## config.mk

```make
export PLATFORM = sky130hd
export DESIGN_NAME = pipeline_hazard_ctrl
export DESIGN_NICKNAME = d
export VERILOG_FILES = /design/src/rtl/pipeline_hazard_ctrl.sv
export SDC_FILE = /design/constraint.sdc
export NUM_CORES = 1
export LEC_CHECK = 0
export CAP_MARGIN = 40
export CORE_UTILIZATION = 44
export CTS_CLUSTER_SIZE = 14
export DETAILED_ROUTE_END_ITERATION = 6
export PLACE_DENSITY = 0.87
export SETUP_SLACK_MARGIN = 0.3
export SYNTH_ARGS = -nofsm -noshare
export SYNTH_HDL_FRONTEND = slang
export SYNTH_SLANG_ARGS = --single-unit
```

## constraint.sdc

```tcl
create_clock -name clk -period 2.1 [get_ports clk]
set_clock_uncertainty 0.2 [all_clocks]
set_input_delay 0.42 -clock clk [delete_from_list [all_inputs] [get_ports clk]]
set_output_delay 0.42 -clock clk [all_outputs]
set_load 0.005 [all_outputs]
```

## src/rtl/pipeline_hazard_ctrl.sv

```systemverilog
// Sequencing controller for the 5-stage pipeline: resolves memory waits, MEM-stage
// redirects and load-use hazards into stage enable/flush controls, with saturating stats.
module pipeline_hazard_ctrl #(
    parameter int IMEM_LATENCY = 1,
    parameter int MEM_TIMEOUT  = 64,
    parameter int CNT_W        = 16
) (
    input  logic             clk,
    input  logic             rst,
    input  logic [4:0]       id_rs,
    input  logic [4:0]       id_rt,
    input  logic             id_uses_rt,
    input  logic             ex_mem_read,
    input  logic [4:0]       ex_rt,
    input  logic             mem_redirect,
    input  logic             dmem_req,
    input  logic             dmem_ready,
    output logic             pc_en,
    output logic             if_id_en,
    output logic             if_id_flush,
    output logic             id_ex_en,
    output logic             id_ex_flush,
    output logic             ex_mem_en,
    output logic             ex_mem_flush,
    output logic             mem_wb_bubble,
    output logic [CNT_W-1:0] stall_cnt,
    output logic [CNT_W-1:0] flush_cnt,
    output logic             mem_err
);

    localparam int                WCNT_W    = $clog2(MEM_TIMEOUT + 1);
    localparam logic [WCNT_W-1:0] TIMEOUT_V = WCNT_W'(MEM_TIMEOUT);
    localparam logic [2:0]        LAT_V     = 3'(IMEM_LATENCY);

    typedef enum logic [1:0] {
        RUN      = 2'd0,
        FLUSH    = 2'd1,
        MEM_WAIT = 2'd2
    } state_t;

    state_t            state_q, state_d;
    logic [2:0]        fcnt_q, fcnt_d;
    logic [WCNT_W-1:0] wcnt_q, wcnt_d;
    logic [CNT_W-1:0]  stall_q, stall_d;
    logic [CNT_W-1:0]  flush_q, flush_d;
    logic              err_q, err_d;

    logic mem_busy, timeout_hit, wait_now, redirect_now, load_use, lu_now;

    function automatic logic [CNT_W-1:0] sat_inc(input logic [CNT_W-1:0] v);
        return (&v) ? v : v + CNT_W'(1);
    endfunction

    assign mem_busy     = dmem_req & ~dmem_ready;
    // A wait that has run its full budget is released as though the memory answered.
    assign timeout_hit  = (state_q == MEM_WAIT) && (wcnt_q == TIMEOUT_V) && mem_busy;
    assign wait_now     = mem_busy & ~timeout_hit;
    assign redirect_now = ~wait_now & mem_redirect;
    assign load_use     = ex_mem_read && (ex_rt != 5'd0) &&
                          ((ex_rt == id_rs) || (id_uses_rt && (ex_rt == id_rt)));
    assign lu_now       = ~wait_now & ~redirect_now & load_use;

    always_comb begin
        pc_en         = 1'b1;
        if_id_en      = 1'b1;
        if_id_flush   = 1'b0;
        id_ex_en      = 1'b1;
        id_ex_flush   = 1'b0;
        ex_mem_en     = 1'b1;
        ex_mem_flush  = 1'b0;
        mem_wb_bubble = 1'b0;
        if (!rst) begin
            pc_en         = 1'b0;
            if_id_en      = 1'b0;
            id_ex_en      = 1'b0;
            ex_mem_en     = 1'b0;
            if_id_flush   = 1'b1;
            id_ex_flush   = 1'b1;
            ex_mem_flush  = 1'b1;
            mem_wb_bubble = 1'b1;
        end else if (wait_now) begin
            pc_en         = 1'b0;
            if_id_en      = 1'b0;
            id_ex_en      = 1'b0;
            ex_mem_en     = 1'b0;
            mem_wb_bubble = 1'b1;
        end else if (redirect_now) begin
            if_id_flush  = 1'b1;
            id_ex_flush  = 1'b1;
            ex_mem_flush = 1'b1;
        end else begin
            if (state_q == FLUSH)
                if_id_flush = 1'b1;
            if (lu_now) begin
                pc_en       = 1'b0;
                if_id_en    = 1'b0;
                id_ex_flush = 1'b1;
            end
        end
    end

    always_comb begin
        state_d = state_q;
        fcnt_d  = fcnt_q;
        wcnt_d  = '0;
        stall_d = stall_q;
        flush_d = flush_q;
        err_d   = err_q | timeout_hit;
        if (wait_now) begin
            // Flush down-counter is left untouched so an interrupted FLUSH resumes.
            state_d = MEM_WAIT;
            wcnt_d  = (state_q == MEM_WAIT) ? wcnt_q + WCNT_W'(1) : WCNT_W'(1);
            stall_d = sat_inc(stall_q);
        end else if (redirect_now) begin
            flush_d = sat_inc(flush_q);
            if (IMEM_LATENCY > 0) begin
                state_d = FLUSH;
                fcnt_d  = LAT_V;
            end else begin
                state_d = RUN;
                fcnt_d  = '0;
            end
        end else begin
            if (lu_now)
                stall_d = sat_inc(stall_q);
            case (state_q)
                FLUSH: begin
                    if (fcnt_q <= 3'd1) begin
                        state_d = RUN;
                        fcnt_d  = '0;
                    end else begin
                        fcnt_d  = fcnt_q - 3'd1;
                    end
                end
                MEM_WAIT: state_d = (fcnt_q != 3'd0) ? FLUSH : RUN;
                default:  state_d = RUN;
            endcase
        end
    end

    always_ff @(posedge clk or negedge rst) begin
        if (!rst) begin
            state_q <= RUN;
            fcnt_q  <= '0;
            wcnt_q  <= '0;
            stall_q <= '0;
            flush_q <= '0;
            err_q   <= 1'b0;
        end else begin
            state_q <= state_d;
            fcnt_q  <= fcnt_d;
            wcnt_q  <= wcnt_d;
            stall_q <= stall_d;
            flush_q <= flush_d;
            err_q   <= err_d;
        end
    end

    assign stall_cnt = stall_q;
    assign flush_cnt = flush_q;
    assign mem_err   = err_q;

endmodule

```

==> qor.yml <==
clocking:
  cts_buffer_depth: 2
  tritoncts: "yes"
  clock_latency_ns: 0.31
  clock_sinks: 45
  path_clk_slew_ns: 0.10
  clockRootBuffer: "clkbuf_8"
  numCtsBuffers: 5
  h-tree-depth: 2
final_layout:
  seqCellArea_mm2: 0.001132
  fin_cells: 465
  final_core_util: 0.8650
  layout_commonest_cell: "buf_4"
  antennaDiodeCount: 0
  nets: 423
  multiInputGateArea_mm2: 0.001582
  drive_gt1_frac: 0.5038
  final_cell_mix: "79 x buf_4, 40 x dfrtp_1, 34 x dlygate4sd2_1"
  area_growth_syn_to_layout_pct: 88.82
  n_fill_cell: 221
pwr:
  p_total_uw: 3046
  p_per_area_mw_per_mm2: 689.4
  p_leak_uw: 0.002274
  ir_drop_v: 0.0007102
floorplan:
  die_height_um: 74.92
  coreArea_mm2: 0.005107
  fp.dieW_um: 74.92
  die_area_mm2: 0.005613
  initial_core_util: 0.4581
  ioPinCount: 63
  std_cell_rows: 26
placed_design:
  place_congestion: 0.7727
  dp.cells: 399
  hpwl_um: 4294
  dpl_worst_slack_ns: -0.8873
  portBuffers: 62
job:
  max_cap_violations: 0
route:
  wl_per_cell_um: 21.23
  wirelength_um: 9870
  drc: 0
  viasPerCell: 5.544
  first_pass_iters: 4
  vias: 2578
  drt_iter0_drc: 129
  ant_nets: 0
global_routing:
  antenna_found_initial: 0
  grt.busiest_layer: "met2"
  grt-ovfl-total: 0
  grt_pass1_vias: 2574
  use_met2: 0.5485
  grt.met1_usage: 0.3804
  grt_usage: 0.3191
  global_route.usage.met3: 0.06961
  grt_max_degree: 38
  grt_pass1_wl_um: 13010
worst_setup_path:
  worst_ep_required_time_ns: 1.48
  critPathArrivalTime_ns: 1.89
  path_class: "flop to primary output"
  critPathMaxFanout: 4
  crit_path_end_kind: "primary output"
  critical_path.startpoint_type: "flop"
synthesis:
  syn_inst: 224
  synth.distinct_cells: 39
  avgSynthCellArea_um2: 10.45
  ys_ff_latch: 45
  syn_area_mm2: 0.002340
  synth_edf_count: 0
  synth_top_flop_cell: "dfrtp_1"
  synthArstFlopShare: 1.000
  yosysSeqAreaShare: 0.4813
  yosysWarnings: 0
  synth_nets: 253
status:
  status: "finished with violations"
  violations: "setup timing"
sta:
  rsz0062_at_grt: "true"
  fin_crit_sh: 1.197
  max_freq_ghz: 0.3979
  maxSlewViolCount: 0
  finalHoldViolCount: 0
  period_needed_ns: 2.513
  fin_ws_ns: -0.4131
  tightestPinTransition_ns: 0.5985
  fin_tns_setup_ns: -7.020
  setup_viol: 41
  relSlewSlack: 0.5968
min_path:
  hold_class: "primary input to async pin"
-- stage by stage --
step	instance area (um^2)	hold slack [ns]
floorplan	2362	-0.07559
global placement	3385	0.2310
detailed placement	3385	0.2390
CTS	4116	0.2187
global route	4418	0.2401
finish	4418	0.1822
-- area by class of cell --
class	count	area share
sequential	45	0.2563
tap	70	0.01982
multi-input combinational	168	0.3580
timing repair buffer	166	0.3282
clock inverter	3	0.01473
clock buffer	5	0.01558
inverter	8	0.007363
-- worst max-delay path, cell delays in order (launching register included) --
cell     delay, ns
dfrtp_1       0.42
nor4b_4       0.31
a41o_4        0.29
buf_6         0.13
nand2_4       0.08
nor2_1        0.19
buf_2         0.17
-- where the power goes --
group	internal (uW)	switching (uW)	total, uW
Clock	473	332	805
Combinational	601	533	1130
Sequential	992	116	1110
Total	2070	981	3050
-- worst paths after layout --
kind	startpoint	to	slack, ns	cells past startpoint
min in group clk	flush_cnt[14]	flush_cnt[14]	0.33	1
hold reg to reg	flush_cnt[14]	flush_cnt[14]	0.33	1
hold / removal	rst	fcnt_q[0]	0.18	3
setup / recovery	wcnt_q[5]	pc_en	-0.41	6
setup reg to reg	wcnt_q[5]	flush_cnt[13]	-0.26	9
max in group asynchronous	rst	stall_cnt[9]	1.01	3
-- timing repair --
item                       in CTS  in global routing
pin swaps                      48                 35
hold buffers                    1                  0
hold endpoints to repair        8                  0
resized for setup             175                 43
cloned                          1                  0
setup endpoints to repair      82                 56
buffers inserted               40                 16
-- state kept, by name (all words and copies together), names as in the netlist --
name	cells
mem_err	1
state_q	2
wcnt_q	7
stall_cnt	16
flush_cnt	16
fcnt_q	3
-- cells by family (layout without fill, tap and decap cells) --
kind of cell,Yosys count,in the layout,share of synthesized area
fa+ha+maj,7,7,0.03743
xor+xnor,44,44,0.1679
simple gates,100,100,0.2305
mux,2,2,0.009625
buf+inv,11,182,0.02246
flops,45,45,0.4813
compound gates,15,15,0.05080
-- metal layers --
layer | vias to the layer above | wire, um
li1 | 1115 | -
met1 | 1299 | 3487
met2 | 126 | 5449
met3 | 38 | 521
met4 | 0 | 411
met5 | - | 0
-- synthesized netlist by cell type (all sizes together), types with 2 or more instances --
library cell | instances | area [um^2]
mux2 | 2 | 22.52
nand2 | 20 | 75.07
buf | 3 | 22.52
nand2b | 2 | 12.51
and2 | 4 | 25.02
nor4 | 2 | 12.51
or3 | 2 | 12.51
and3 | 12 | 75.07
xor2 | 16 | 147.7
nand3 | 19 | 95.09
dfrtp | 45 | 1126
inv | 8 | 30.03
nor2 | 18 | 67.56
and4 | 2 | 20.02
o31ai | 2 | 15.01
o21ai | 3 | 18.77
a21oi | 4 | 20.02
nand4 | 8 | 50.05
nor3 | 5 | 41.29
ha | 7 | 87.58
xnor2 | 28 | 245.2
Power figures use the tool's default switching activity.
